$ cat src/rtl/pwm_pkg.sv
// Shared types and helpers for the multi-channel PWM generator.
package pwm_pkg;

    typedef enum logic [1:0] {
        IDLE     = 2'd0,
        RUN_UP   = 2'd1,
        RUN_DOWN = 2'd2
    } state_t;

    localparam logic EDGE    = 1'b0;
    localparam logic CENTER  = 1'b1;

    // Widest supported counter and duty vector (16 channels x 16 bits).
    localparam int MAX_CW  = 16;
    localparam int MAX_VEC = 256;

    function automatic logic [MAX_CW-1:0] duty_slice(input logic [MAX_VEC-1:0] vec,
                                                     input int unsigned        ch,
                                                     input int unsigned        cw);
        logic [MAX_CW-1:0] w_mask;
        w_mask     = (MAX_CW'(1) << cw) - MAX_CW'(1);
        duty_slice = MAX_CW'(vec >> (ch * cw)) & w_mask;
    endfunction

endpackage

$ cat src/rtl/pwm_cmp_ch.sv
// One PWM channel: registered compare of the shared counter against this
// channel's duty, with polarity applied and IDLE forcing the inactive level.
module pwm_cmp_ch
    import pwm_pkg::*;
(
    input  logic              clk,
    input  logic              reset,
    input  logic              i_idle,
    input  logic [MAX_CW-1:0] i_cnt,
    input  logic [MAX_CW-1:0] i_duty,
    input  logic              i_pol,
    output logic              o_pwm
);

    logic r_pwm;

    always_ff @(posedge clk or posedge reset) begin
        if (reset)
            r_pwm <= 1'b0;
        else if (i_idle)
            r_pwm <= i_pol;
        else
            r_pwm <= (i_cnt < i_duty) ^ i_pol;
    end

    assign o_pwm = r_pwm;

endmodule

$ cat src/rtl/pwm_multi.sv
// Multi-channel PWM: shared period counter (edge or center aligned),
// double-buffered period/duty/polarity/mode committed on period boundaries.
module pwm_multi
    import pwm_pkg::*;
#(
    parameter int CH = 4,
    parameter int CW = 8
) (
    input  logic             clk,
    input  logic             reset,
    input  logic             en,
    input  logic             load,
    input  logic [CW-1:0]    period,
    input  logic [CH*CW-1:0] duty,
    input  logic [CH-1:0]    polarity,
    input  logic             center,
    output logic [CH-1:0]    pwm_out,
    output logic             period_tick,
    output logic             pend
);

    state_t              r_state, w_state_n;
    logic [CW-1:0]       r_cnt, w_cnt_n;
    logic                w_bnd;
    logic                r_tick;

    logic [CW-1:0]       r_a_per,  r_p_per;
    logic [CH*CW-1:0]    r_a_duty, r_p_duty;
    logic [CH-1:0]       r_a_pol,  r_p_pol;
    logic                r_a_cen,  r_p_cen;
    logic                r_pend;

    logic                w_idle;
    logic [MAX_CW-1:0]   w_cnt_ext;

    always_ff @(posedge clk or posedge reset) begin
        if (reset) begin
            r_state <= IDLE;
            r_cnt   <= '0;
            r_tick  <= 1'b0;
        end else begin
            r_state <= w_state_n;
            r_cnt   <= w_cnt_n;
            r_tick  <= w_bnd;
        end
    end

    // Center mode counts 0..P then P-1..1; the boundary is the step back to 0,
    // giving 2P cycles per period. P <= 1 in center mode behaves like edge mode.
    always_comb begin
        w_state_n = r_state;
        w_cnt_n   = r_cnt;
        w_bnd     = 1'b0;
        if (!en) begin
            w_state_n = IDLE;
            w_cnt_n   = '0;
        end else begin
            case (r_state)
                IDLE: begin
                    w_state_n = RUN_UP;
                    w_cnt_n   = '0;
                end
                RUN_UP: begin
                    if (r_cnt == r_a_per) begin
                        if (r_a_cen == CENTER && r_a_per > CW'(1)) begin
                            w_state_n = RUN_DOWN;
                            w_cnt_n   = r_cnt - CW'(1);
                        end else begin
                            w_bnd = 1'b1;
                        end
                    end else begin
                        w_cnt_n = r_cnt + CW'(1);
                    end
                end
                RUN_DOWN: begin
                    if (r_cnt <= CW'(1))
                        w_bnd = 1'b1;
                    else
                        w_cnt_n = r_cnt - CW'(1);
                end
                default: w_state_n = IDLE;
            endcase
            if (w_bnd) begin
                w_state_n = RUN_UP;
                w_cnt_n   = '0;
            end
        end
    end

    // A load coinciding with a boundary bypasses the pending stage.
    always_ff @(posedge clk or posedge reset) begin
        if (reset) begin
            r_a_per  <= '0;
            r_a_duty <= '0;
            r_a_pol  <= '0;
            r_a_cen  <= EDGE;
            r_p_per  <= '0;
            r_p_duty <= '0;
            r_p_pol  <= '0;
            r_p_cen  <= EDGE;
            r_pend   <= 1'b0;
        end else if (r_state == IDLE) begin
            if (load) begin
                r_a_per  <= period;
                r_a_duty <= duty;
                r_a_pol  <= polarity;
                r_a_cen  <= center;
                r_pend   <= 1'b0;
            end
        end else if (w_bnd) begin
            if (load) begin
                r_a_per  <= period;
                r_a_duty <= duty;
                r_a_pol  <= polarity;
                r_a_cen  <= center;
            end else if (r_pend) begin
                r_a_per  <= r_p_per;
                r_a_duty <= r_p_duty;
                r_a_pol  <= r_p_pol;
                r_a_cen  <= r_p_cen;
            end
            r_pend <= 1'b0;
        end else if (load) begin
            r_p_per  <= period;
            r_p_duty <= duty;
            r_p_pol  <= polarity;
            r_p_cen  <= center;
            r_pend   <= 1'b1;
        end
    end

    assign w_idle    = !en || (r_state == IDLE);
    assign w_cnt_ext = MAX_CW'(r_cnt);

    for (genvar i = 0; i < CH; i++) begin : g_ch
        logic [MAX_CW-1:0] w_duty;
        assign w_duty = duty_slice(MAX_VEC'(r_a_duty), i, CW);

        pwm_cmp_ch u_cmp (
            .clk    (clk),
            .reset  (reset),
            .i_idle (w_idle),
            .i_cnt  (w_cnt_ext),
            .i_duty (w_duty),
            .i_pol  (r_a_pol[i]),
            .o_pwm  (pwm_out[i])
        );
    end

    assign period_tick = r_tick;
    assign pend        = r_pend;

endmodule
$ cat config.mk
export PLATFORM = sky130hd
export DESIGN_NAME = pwm_multi
export DESIGN_NICKNAME = d
export VERILOG_FILES = /design/src/rtl/pwm_pkg.sv /design/src/rtl/pwm_cmp_ch.sv /design/src/rtl/pwm_multi.sv
export SDC_FILE = /design/constraint.sdc
export NUM_CORES = 1
export LEC_CHECK = 0
export ABC_CLOCK_PERIOD_IN_PS = 5260
export CAP_MARGIN = 30
export CORE_ASPECT_RATIO = 1.2
export CORE_UTILIZATION = 60
export DETAILED_ROUTE_END_ITERATION = 6
export PLACE_DENSITY = 0.82
export SLEW_MARGIN = 20
export SYNTH_ARGS = -nofsm -noshare
export SYNTH_HDL_FRONTEND = slang
export SYNTH_SLANG_ARGS = --single-unit
export TNS_END_PERCENT = 1
$ cat constraint.sdc
create_clock -name clk -period 5.26 [get_ports clk]
set_input_delay 1.052 -clock clk [delete_from_list [all_inputs] [get_ports clk]]
set_output_delay 1.052 -clock clk [all_outputs]
set_load 0.01 [all_outputs]
==> flow_summary.toml, run 1 <==
[status]
status = "completed"

[power_and_ir_drop]
total_leakage_power_nw = 3.22
p_per_area_mw_per_mm2 = 535
ir_worst_vdd_mv = 0.261

[critical_path]
reg2reg_depth = 9
cpPeakStageDelay_ps = 630
crit_path_start = "r_state[1]$_DFFE_PP0P_"
cp_max_fo = 26
r2r_slack_ps = 1770
slowest_stage = "o22a_1"
arrival_ps = 3770
cp.required_ps = 5540
worstPathCellList = "inv_1 -> ha_1 -> nor4b_1 -> a21o_1 -> nand3_1 -> a21oi_4 -> o22a_1 -> buf_8 -> o21a_1"
worstSetupEndpointType = "flip-flop"
crit_path_start_kind = "flip-flop"
criticalPathCategory = "reg2reg"
rr_startpoint = "r_state[1]$_DFFE_PP0P_"
r2r-end = "r_a_per[0]$_DFFE_PP0P_"

[final_layout]
fin_nets = 711
fin_cells = 756
drive_gt1_frac = 0.124
insertedDiodeCount = 0
area_growth_pct = 13.7

[global_route]
grt_pass1_vias = 4988
grt_overflow_total = 0
grt_antenna_before_repair = 0
track_usage = 0.290
grt_max_degree = 65
grt_pass1_wl_um = 24400

[clocking]
cts_max_level = 3
clockBufferDepth = 2
root_buffer = "clkbuf_16"
cts_sinks = 106
hold_buffers = 0
clk_pin_slew_ps = 70
cts_inserted_buffers = 9
cts_tree = "built"
clock_latency_ps = 340
cts_resized = 0
postCtsSetupBuffers = 0

[logic_synthesis]
ys_ff_latch = 106
netlist_area_mm2 = 0.00631
synth_edf_count = 0
synth_area_leaders = "dfrtp_1 42%, mux2_4 9.5%, ha_1 6.9%"
async_reset_ff_frac = 1.00
yosysTopAreaCell = "dfrtp_1"
synth_cell_types = 50
yosys_warnings = 0
synthFlopType = "dfrtp_1"
avgSynthCellArea_um2 = 10.6
synth_top_area_frac = 0.421
synth_fp_nets = 679
ys_seq_area_frac = 0.421
syn_inst = 595

[die]
die_area_mm2 = 0.0109
fp.dieH_um = 114
coreArea_mm2 = 0.0101
start_util = 0.624
pin_count = 55
rows = 40
die_x_um = 95.6

[placed_design]
place.gp.congestion = 0.957
placedCellCount = 741
io_buffers = 54
hpwl_um = 9490

[sta]
fin_crit_sh = 0.663
timing.slew.headroom = 0.426
timing.setup.tns_ps = 0
tightestPinTransition_ps = 861
fin_skew_ps = 4.78
rsz0062_at_grt = "false"
clock.fmax_mhz = 287
fin_crit_ps = 3490
hold_viol_final = 0
maxSlewViolCount = 0
setup_violations = 0

[flow_run]
maxCapViolations = 0

[worst_hold_path]
holdCritStartpoint = "r_a_pol[1]$_DFFE_PP0P_"
worstHoldPathType = "reg2reg"
min_path_cells = 1
whs_endpoint = "g_ch[1].u_cmp.o_pwm$_DFF_PP0_"

[route]
vias_per_cell = 6.37
vias = 4814
route.detailed.drc = 0
first_iter_violations = 276
wl_per_cell_um = 19.2
first_pass_iters = 5
ant_nets = 0
finalWirelength_um = 14500
[power breakdown]
part | switching [W] | total [W] | internal [W]
Combinational | 0.000768 | 0.00165 | 0.000881
Sequential | 0.000299 | 0.00150 | 0.00121
Clock | 0.000303 | 0.000681 | 0.000378
[per-stage QoR]
| stage | worst slack [ps] | cell area, um2 | hold slack [ps] | total power (W) | util |
|---|---|---|---|---|---|
| global placement | 1760 | 6810 | 470 | 0.00303 | 0.673 |
| CTS | 1800 | 7140 | 497 | 0.00383 | 0.707 |
| detailed placement | 1820 | 6850 | 487 | 0.00313 | 0.678 |
| global route | 1480 | 7170 | 513 | 0.00408 | 0.709 |
| finish | 1770 | 7170 | 496 | 0.00383 | 0.709 |
| floorplan | 1420 | 6310 | 448 | 0.00274 | - |
[area by class of cell]
type | instances | area, um2
tap | 126 | 158
clock buffer | 10 | 239
inverter | 37 | 141
timing repair buffer | 63 | 647
sequential | 106 | 2650
fill | 748 | 2940
multi-input combinational | 410 | 3280
clock inverter | 4 | 51.3
[cells by family (layout without fill, tap and decap cells)]
group,after synthesis,count (layout),share of synthesized area
compound gates,193,193,0.211
xor+xnor,15,15,0.0208
fa+ha+maj,35,35,0.0694
buf+inv,79,114,0.0599
flops,106,106,0.421
mux,47,47,0.107
simple gates,120,120,0.110
[registers in the layout, summed over array words and instances, names as in the netlist]
register and cells:
r_a_pol 4, pend 1, r_cnt 8, r_a_duty 32, g_ch.u_cmp.o_pwm 4, r_state 2
r_p_per 8, period_tick 1, r_p_duty 32, r_a_cen 1, r_p_cen 1, r_p_pol 4
r_a_per 8
[worst max-delay path, delay by kind of cell, from the launching register on]
kind	cells	cell delay, ps
DFF	1	410
adders and majority gates	1	430
buffers and inverters	2	350
AOI/OAI and AO/OA	4	1610
and+or+nand+nor	2	620
[worst max-delay path by stage]
| stage | cells after the start | to | slack (ps) |
|---|---|---|---|
| 5_1_grt | 9 | r_a_duty[20]$_DFFE_PP0P_ | 1480 |
| 3_5_place_dp | 9 | r_a_pol[2]$_DFFE_PP0P_ | 1820 |
| 6_report | 9 | r_a_per[0]$_DFFE_PP0P_ | 1770 |
| 2_1_floorplan | 1 | g_ch[0].u_cmp.o_pwm$_DFF_PP0_ | 1420 |
| 4_1_cts | 9 | r_a_duty[27]$_DFFE_PP0P_ | 1800 |
| 3_3_place_gp | 5 | r_a_duty[30]$_DFFE_PP0P_ | 1760 |
[per-layer routing]
metal	vias to the layer above	wire length (um)	global-route usage
li1	2239	-	-
met1	2430	6230	0.372
met4	0	401	0.115
met2	116	7330	0.485
met3	29	537	0.0485
met5	-	0	0
[cell usage in the layout (no fill, tap or decap), drive strengths merged, types with 11 or more instances in the layout]
| cell | instances |
|---|---|
| a22oi | 29 |
| clkdlybuf4s50 | 53 |
| o21ai | 65 |
| nand2b | 33 |
| dfrtp | 106 |
| a21o | 11 |
| nand2 | 14 |
| mux2 | 45 |
| and3 | 19 |
| a221o | 22 |
| inv | 38 |
| xnor2 | 15 |
| a21oi | 12 |
| nor2 | 12 |
| o21a | 28 |
| ha | 35 |
[synthesized netlist by cell type, types with 4 or more instances]
cell type	n
a21o_1	11
a21oi_1	10
a221o_1	22
a22oi_1	29
a31oi_1	4
and2_1	4
and3_1	19
buf_2	11
buf_4	6
buf_6	6
clkbuf_1	19
dfrtp_1	106
ha_1	35
inv_1	37
mux2_2	5
mux2_4	40
nand2_1	14
nand2b_1	33
nand3_1	4
nand4_1	10
nor2_1	12
nor2b_1	6
nor3_1	6
o211ai_1	5
o21a_1	28
o21ai_0	64
xnor2_1	15
Power figures use the tool's default switching activity.
==> run 2: changes to the inputs <==
ABC_CLOCK_PERIOD_IN_PS = 3100   (was 5260)
CORE_UTILIZATION = 53   (was 60)
PLACE_DENSITY = 0.77   (was 0.82)
clock period = 3.1 ns   (was 5.26 ns; I/O delays follow)
==> flow_summary.toml, run 2 (synthesis gave the netlist of run 1 again) <==
[global_route]
grt_busiest_layer = "met2"
grtUsageMet2 = 0.433
met3_usage = 0.0409
grt_pass1_wl_um = 24300
track_usage = 0.256
grt_max_degree = 44
grt.met1_usage = 0.335
grt_antenna_before_repair = 0
grt_pass1_vias = 4912
grt_overflow_total = 0

[clocking]
cts_tree = "built"
cts_resized = 0
postCtsSetupBuffers = 0
clock_latency_ps = 350
cts_inserted_buffers = 9
clk_pin_slew_ps = 70
hold_buffers = 0
clockBufferDepth = 2
cts_max_level = 3
cts_sinks = 106
root_buffer = "clkbuf_16"

[power_and_ir_drop]
p_comb_frac = 0.442
swShare = 0.362
switchingPower_w = 0.00232
cellInternalPower_w = 0.00411
ir_worst_vdd_mv = 0.429
pwr-share-seq = 0.396
total_leakage_power_nw = 3.25
power_w = 0.00643
clkPwrFrac = 0.162
p_per_area_mw_per_mm2 = 885

[route]
route.detailed.drc = 0
first_pass_iters = 4
ant_nets = 0
finalWirelength_um = 14800
vias = 4814
first_iter_violations = 223
vias_per_cell = 6.03
wl_per_cell_um = 18.5

[die]
fp.dieH_um = 122
die_x_um = 102
pin_count = 55
start_util = 0.545
rows = 43
die_area_mm2 = 0.0123
coreArea_mm2 = 0.0116

[critical_path]
cp.required_ps = 3380
reg2reg_depth = 8
arrival_ps = 3080
critical_path.top_delay_family = "compound AO/OA/AOI/OAI gates"
worstPathCellList = "inv_1 -> ha_1 -> nor4b_1 -> a21o_1 -> nand3_1 -> a21oi_4 -> a21o_1 -> a221o_1"
worstSetupEndpointType = "flip-flop"
crit_path_start_kind = "flip-flop"
cp_num_cells = 8
critical_path.most_common_cell = "a21o_1"
slowest_stage = "a21o_1"
cpPeakStageDelay_ps = 590
cp_max_fo = 17
crit_buf_inv = 1
criticalPathCategory = "reg2reg"

[final_layout]
fin_nets = 721
fin_util = 0.628
mostFrequentLayoutCells = "106 x dfrtp_1, 64 x o21ai_0, 53 x clkdlybuf4s50_1"
final_common_cell = "dfrtp_1"
insertedDiodeCount = 0
area_growth_pct = 15.2
top_regs = "r_a_duty x32, r_p_duty x32"
drive_gt1_frac = 0.136
fillers = 938

[placed_design]
dp_slack_ps = 353
hpwl_um = 10100
place.gp.congestion = 0.873
io_buffers = 54

[sta]
clock.fmax_mhz = 357
fin_skew_ps = 6.24
rsz0062_at_grt = "false"
hold_slack_ps = 499
hold_viol_final = 0
maxSlewViolCount = 0
fin_crit_ps = 2800
setup_violations = 0
fin_ws_ps = 298
timing.setup.tns_ps = 0
fin_crit_sh = 0.904
timing.slew.headroom = 0.450
tightestPinTransition_ps = 824

[worst_hold_path]
worstHoldPathType = "reg2reg"
min_path_cells = 1

[flow_run]
maxCapViolations = 0

[status]
status = "completed"
run 2: changes by cell type in the layout (fill, tap and decap cells not counted), moves of 2 or more:
cell / change
buf_12: +3
clkbuf_1: +2
buf_4: +10
clkinvlp_4: +2
run 2: power groups by stage:
stage / registers (W) / clock network (W) / logic, W
after floorplan: 0.00238 / 0 / 0.00227
after global routing: 0.00262 / 0.00111 / 0.00313
after CTS: 0.00254 / 0.00106 / 0.00286
final: 0.00254 / 0.00104 / 0.00284
after detailed placement: 0.00255 / 0 / 0.00284
after global placement: 0.00253 / 0 / 0.00272
run 2: layout make-up:
type,count,area (um2),share of cell area
multi-input combinational,410,3280,0.452
sequential,106,2650,0.365
timing repair buffer,73,728,0.100
clock buffer,11,233,0.0320
tap,157,196,0.0270
inverter,37,143,0.0196
clock inverter,4,28.8,0.00396
run 2: per-stage QoR:
step,std cells,cell area [um2]
2_1_floorplan,595,6310
3_3_place_gp,783,7000
3_5_place_dp,783,7000
4_1_cts,798,7260
5_1_grt,798,7260
6_report,798,7260
run 2: layer usage:
| layer | part of all wire | vias to the layer above |
|---|---|---|
| met3 | 0.043 | 20 |
| met4 | 0.018 | 0 |
| li1 | - | 2257 |
| met1 | 0.44 | 2417 |
| met5 | 0 | - |
| met2 | 0.50 | 120 |
run 2: final timing paths:
check | from | to | slack (ps)
setup / recovery | r_state[1]$_DFFE_PP0P_ | r_a_duty[7]$_DFFE_PP0P_ | 300
max in group asynchronous | reset | r_p_duty[17]$_DFFE_PP0P_ | 1750
min in group asynchronous | reset | r_p_duty[5]$_DFFE_PP0P_ | 720
hold / removal | r_a_pol[1]$_DFFE_PP0P_ | g_ch[1].u_cmp.o_pwm$_DFF_PP0_ | 500
hold reg to reg | r_a_pol[1]$_DFFE_PP0P_ | g_ch[1].u_cmp.o_pwm$_DFF_PP0_ | 500
setup reg to reg | r_state[1]$_DFFE_PP0P_ | r_a_duty[7]$_DFFE_PP0P_ | 300
run 2: worst register-to-register path, cell delays in order (launching register included):
cell and delay, ps:
dfrtp_1 400, inv_1 100, ha_1 210, nor4b_1 340, a21o_1 220, nand3_1 240
a21oi_4 370, a21o_1 600, a221o_1 270
